--- config.mk ---
export PLATFORM = sky130hd
export DESIGN_NAME = branch_pc_unit
export DESIGN_NICKNAME = d
export VERILOG_FILES = /design/src/rtl/branch_pc_unit_pkg.sv /design/src/rtl/branch_compare.sv /design/src/rtl/branch_pc_unit.sv
export SDC_FILE = /design/constraint.sdc
export NUM_CORES = 1
export LEC_CHECK = 0
export BUFFER_PORTS_ARGS = -buffer_cell sky130_fd_sc_hd__buf_2
export CAP_MARGIN = 10
export CORE_MARGIN = 1.5
export CORE_UTILIZATION = 55
export DETAILED_ROUTE_END_ITERATION = 8
export GPL_ROUTABILITY_DRIVEN = 0
export PLACE_DENSITY = 0.91
export SYNTH_ARGS = -nofsm -noshare
export SYNTH_HDL_FRONTEND = slang
export SYNTH_SLANG_ARGS = --single-unit
--- constraint.sdc ---
create_clock -name clk -period 4.7 [get_ports clk]
set_clock_uncertainty 0.2 [all_clocks]
set_input_delay 0 -clock clk [delete_from_list [all_inputs] [get_ports clk]]
set_output_delay 0 -clock clk [all_outputs]
set_load 0.01 [all_outputs]
--- src/rtl/branch_pc_unit_pkg.sv ---
// ----------------------------------------------------------------------------
// branch_pc_unit_pkg : opcode/funct3 constants and FSM state type
// Revision: 1.0
// ----------------------------------------------------------------------------
`default_nettype none
`timescale 1ns/1ps

package branch_pc_unit_pkg;

  localparam logic [6:0] OP_JAL    = 7'b1101111;
  localparam logic [6:0] OP_JALR   = 7'b1100111;
  localparam logic [6:0] OP_BRANCH = 7'b1100011;

  localparam logic [2:0] F3_BEQ  = 3'b000;
  localparam logic [2:0] F3_BNE  = 3'b001;
  localparam logic [2:0] F3_BLT  = 3'b100;
  localparam logic [2:0] F3_BGE  = 3'b101;
  localparam logic [2:0] F3_BLTU = 3'b110;
  localparam logic [2:0] F3_BGEU = 3'b111;

  typedef enum logic [0:0] {
    ST_RUN  = 1'b0,
    ST_HALT = 1'b1
  } state_t;

endpackage

`default_nettype wire

--- src/rtl/branch_compare.sv ---
// ----------------------------------------------------------------------------
// branch_compare : conditional-branch condition evaluation (combinational)
// Revision: 1.0
// ----------------------------------------------------------------------------
`default_nettype none
`timescale 1ns/1ps

module branch_compare
  import branch_pc_unit_pkg::*;
#(
  parameter int XLEN = 32
) (
  input  logic [XLEN-1:0] rs1,
  input  logic [XLEN-1:0] rs2,
  input  logic [2:0]      funct3,
  output logic            taken
);

  always_comb begin
    taken = 1'b0;
    case (funct3)
      F3_BEQ:  taken = (rs1 == rs2);
      F3_BNE:  taken = (rs1 != rs2);
      F3_BLT:  taken = ($signed(rs1) <  $signed(rs2));
      F3_BGE:  taken = ($signed(rs1) >= $signed(rs2));
      F3_BLTU: taken = (rs1 <  rs2);
      F3_BGEU: taken = (rs1 >= rs2);
      default: taken = 1'b0;  // 010/011 are reserved encodings
    endcase
  end

endmodule

`default_nettype wire

--- src/rtl/branch_pc_unit.sv ---
// ----------------------------------------------------------------------------
// branch_pc_unit : PC register, JAL/JALR/branch resolution, misalignment halt
// Revision: 1.0
// ----------------------------------------------------------------------------
`default_nettype none
`timescale 1ns/1ps

module branch_pc_unit
  import branch_pc_unit_pkg::*;
#(
  parameter int              XLEN     = 32,
  parameter logic [XLEN-1:0] RESET_PC = '0
) (
  input  logic            clk,
  input  logic            reset,
  input  logic            step_en,
  input  logic [31:0]     instr,
  input  logic [XLEN-1:0] rs1_data,
  input  logic [XLEN-1:0] rs2_data,
  output logic [XLEN-1:0] pc,
  output logic [XLEN-1:0] link_data,
  output logic            link_we,
  output logic            branch_taken,
  output logic            halted,
  output logic            misaligned_trap,
  output logic [XLEN-1:0] trap_pc
);

  state_t          r_state;
  logic [XLEN-1:0] r_pc;
  logic            r_trap;
  logic [XLEN-1:0] r_trap_pc;

  logic [6:0]      w_opcode;
  logic            w_is_jal;
  logic            w_is_jalr;
  logic            w_is_branch;
  logic            w_cond;
  logic [XLEN-1:0] w_imm_j;
  logic [XLEN-1:0] w_imm_b;
  logic [XLEN-1:0] w_imm_i;
  logic [XLEN-1:0] w_pc_plus4;
  logic [XLEN-1:0] w_target;
  logic            w_taken;
  logic            w_misaligned;

  assign w_opcode    = instr[6:0];
  assign w_is_jal    = (w_opcode == OP_JAL);
  assign w_is_jalr   = (w_opcode == OP_JALR);
  assign w_is_branch = (w_opcode == OP_BRANCH);

  assign w_imm_j = {{(XLEN-20){instr[31]}}, instr[19:12], instr[20], instr[30:21], 1'b0};
  assign w_imm_b = {{(XLEN-12){instr[31]}}, instr[7], instr[30:25], instr[11:8], 1'b0};
  assign w_imm_i = {{(XLEN-12){instr[31]}}, instr[31:20]};

  branch_compare #(.XLEN(XLEN)) u_cmp (
    .rs1    (rs1_data),
    .rs2    (rs2_data),
    .funct3 (instr[14:12]),
    .taken  (w_cond)
  );

  assign w_pc_plus4 = r_pc + XLEN'(4);

  always_comb begin
    w_target = w_pc_plus4;
    if (w_is_jal)
      w_target = r_pc + w_imm_j;
    else if (w_is_jalr)
      w_target = (rs1_data + w_imm_i) & {{(XLEN-1){1'b1}}, 1'b0};
    else if (w_is_branch)
      w_target = r_pc + w_imm_b;
  end

  assign w_taken      = w_is_jal | w_is_jalr | (w_is_branch & w_cond);
  assign w_misaligned = w_taken & (w_target[1:0] != 2'b00);

  always_ff @(posedge clk or posedge reset) begin
    if (reset) begin
      r_state   <= ST_RUN;
      r_pc      <= RESET_PC;
      r_trap    <= 1'b0;
      r_trap_pc <= '0;
    end else begin
      case (r_state)
        ST_RUN: begin
          if (step_en) begin
            if (w_misaligned) begin
              r_trap_pc <= r_pc;
              r_trap    <= 1'b1;
              r_state   <= ST_HALT;
            end else begin
              r_pc <= w_taken ? w_target : w_pc_plus4;
            end
          end
        end
        ST_HALT: r_state <= ST_HALT;  // only reset leaves HALT
        default: r_state <= ST_RUN;
      endcase
    end
  end

  assign pc              = r_pc;
  assign link_data       = w_pc_plus4;
  assign link_we         = (w_is_jal | w_is_jalr) & (r_state == ST_RUN) & step_en & ~w_misaligned;
  assign branch_taken    = w_taken;
  assign halted          = (r_state == ST_HALT);
  assign misaligned_trap = r_trap;
  assign trap_pc         = r_trap_pc;

endmodule

`default_nettype wire

==> results.md <==
* Outcome: complete, no violations
* # rows at 47
* Switching fraction of total power at between 40% and 50%
* Yosys cell types at 74
* Total GRT Usage at approximately 34%
* CP Max Fanout at 9
* I/O Pins at ~200
* Fmax at 246 MHz
* Cts bufs inserted at 9
* Most frequent cells in the layout: buf_2, a21oi_1, ha_1
* Layout cell share with drive strength beyond 1 at just over 20%
* Final Critical Period at 4070 ps
* Initial antenna violation count at 0
* Required @ worst endpoint at 4720 ps
* Vias per inst at 6.54
* Pin count of the biggest net entering global routing at 67
* Synth Warn # at 0
* First-pass GRT wire length at ~50000 um
* DRT Pass-1 Iters at 6
* # diodes at 0
* Actual slew at the worst max-slew pin at approximately 850 ps
* Inst Count DP at 1575
* Final Max Tran Viols at 0
* EDFF count, synth at 0
* Vias in the first global route at approximately 9800
* Final core occ at between 60% and 70%
* PD cells at roughly 320 mW/mm2
* Final WL at slightly above 30000 um
* Remaining routing DRC violations at 0
* Clock slew at reported path FFs at ~60 ps
* Part of the power in the clock network at between 10% and 20%
* Data arrival time of the worst path at approximately 4100 ps
* Post-Syn Area at between 0.009 and 0.01 mm2
* Total power at roughly 3.5 mW
* Core area at ~0.017 mm2
* CTS resizes at 0
* Cells after synthesis at ~1200
* Worst VDD drop at 0.286 mV
* Worst Setup End Kind: flop
* Hpwl dp at 24100 um
* Top FF cell, synth: dfrtp_1
* Post-route clock period utilization at 86.6%
* Mapped Avg Cell Area at roughly 7.8 um2
* Endpoints failing hold at 0
* CTS max path bufs at 2
* Global route overflow at 0
* Leakage at 5.21 nW
* Startpoint Class: flop
* Syn-to-layout area delta at 14.9%
* Design internal power at approximately 1.9 mW
* Sequential power share at a little under a quarter
* Htree depth at 3
* Hold WC Path Type: input pin to flop
* Root buffer cell: clkbuf_16
* Max cap viols at 0
* Seq cells post-synth at 66
* Non-Filler Instances at between 1500 and 2000
* Initial Util at between 50% and 60%
* Combinational power share at roughly 60%
* Setup TNS Final at 0 ps
* Slew margin rel. at between 40% and 50%
* Initial DRC count at roughly 1100
* Port Buffer Count at a little under 200
* Setup Crit Path Kind: flop to flop
* Die Area at 0.0178 mm2
* Sw Pwr at between 1.5 and 2 mW
* Final net count at 1576
* Postcts setup bufs at 0
* # hold bufs at CTS at 2
* CTS tree: built
* Final setup fails at 0
* Clock sink total at 66
* Worst skew pair latency at ~330 ps
* Die extent in x at around 130 um
* Detail Route Antenna Nets at 0
* Sequential share of the synthesized area at between 15 and 20%
* RSZ-0062 raised after global routing: no
* Die H at ~130 um
* Commonest non-fill, non-tap cell in the layout: buf_2
* WL per Instance at 19.1 um
* Synth Net Count at between 1000 and 1500
* Fraction of registers with async set/reset at 100%
* Vias at 10400
[worst max-delay path, cell delays in order, from the launching register on]
cell      delay (ps)
dfrtp_1          470
ha_1             450
and3_1           230
a221o_1          360
nor4_1           590
o31ai_1          250
a21boi_0         370
o31ai_1          160
xor2_1           160
a221oi_1         320
o211ai_1         190
a22o_1           210
[power groups by stage]
stage | Sequential, mW | Clock, mW | Combinational, mW
6_report | 0.795 | 0.602 | 2.08
5_1_grt | 0.804 | 0.637 | 2.26
4_1_cts | 0.790 | 0.611 | 2.03
3_5_place_dp | 0.798 | 0 | 2.01
3_3_place_gp | 0.794 | 0 | 1.96
2_1_floorplan | 0.770 | 0 | 1.44
[final timing paths]
| kind | from | to | slack [ps] | cells past startpoint |
|---|---|---|---|---|
| worst min-delay path | instr[2] | pc[26]$_DFFE_PP0P_ | 40 | 4 |
| min in group asynchronous | reset | trap_pc[30]$_DFFE_PP0P_ | 260 | 4 |
| max in group asynchronous | reset | trap_pc[4]$_DFFE_PP0P_ | 3470 | 4 |
| worst max-delay path | pc[5]$_DFFE_PP0P_ | pc[24]$_DFFE_PP0P_ | 630 | 11 |
| worst max register to register | pc[5]$_DFFE_PP0P_ | pc[24]$_DFFE_PP0P_ | 630 | 11 |
| worst min register to register | misaligned_trap$_DFFE_PP0P_ | misaligned_trap$_DFFE_PP0P_ | 270 | 1 |
[Yosys cell counts, drive strengths merged (26+ instances only)]
library cell | number | area, um2
a21o | 32 | 240
xor2 | 36 | 315
inv | 63 | 236
nand4 | 27 | 169
a211oi | 26 | 195
nand3 | 35 | 175
a21oi | 115 | 579
mux2 | 35 | 394
dfrtp | 66 | 1650
xnor2 | 68 | 596
ha | 106 | 1330
nor3 | 33 | 186
nor2 | 69 | 259
nand2 | 88 | 330
clkbuf | 47 | 176
o21ai | 82 | 414
[cell families after synthesis]
group / synth area share, %
DFF: 17.7
xor gates and xnor gates: 9.76
muxes: 4.97
adders and majority gates: 14.9
AOI/OAI and AO/OA: 27.7
buffers and inverters: 5.51
and+or+nand+nor: 19.5
[sequential cells by signal (all words and copies together) (netlist names)]
register,flops
halted,1
trap_pc,32
misaligned_trap,1
pc,32
[area by class of cell]
type,count,area [um2]
repair buffers,216,1130
fillers,1486,5860
multi-input cells,1012,7170
inverters,63,236
flip-flops and latches,66,1650
clock buffers,13,260
well taps,220,275
[per-stage QoR]
step	cell area [um2]	worst slack [ps]	hold slack (ps)
2_1_floorplan	9330	1320	-83.1
3_3_place_gp	10400	912	29.7
3_5_place_dp	10400	808	39.2
4_1_cts	10700	829	1.11
5_1_grt	10700	461	70.4
6_report	10700	628	35.1
[routing by layer]
| metal | wire length, um | up-vias | part of all wire (%) | track usage, % |
|---|---|---|---|---|
| li1 | - | 4805 | - | - |
| met1 | 11700 | 4792 | 38 | 43.1 |
| met2 | 13700 | 658 | 45 | 55.1 |
| met3 | 3280 | 139 | 11 | 5.97 |
| met4 | 1760 | 0 | 5.8 | 18.8 |
| met5 | 0 | - | 0 | 0 |
(Power assumes the default switching activity.)
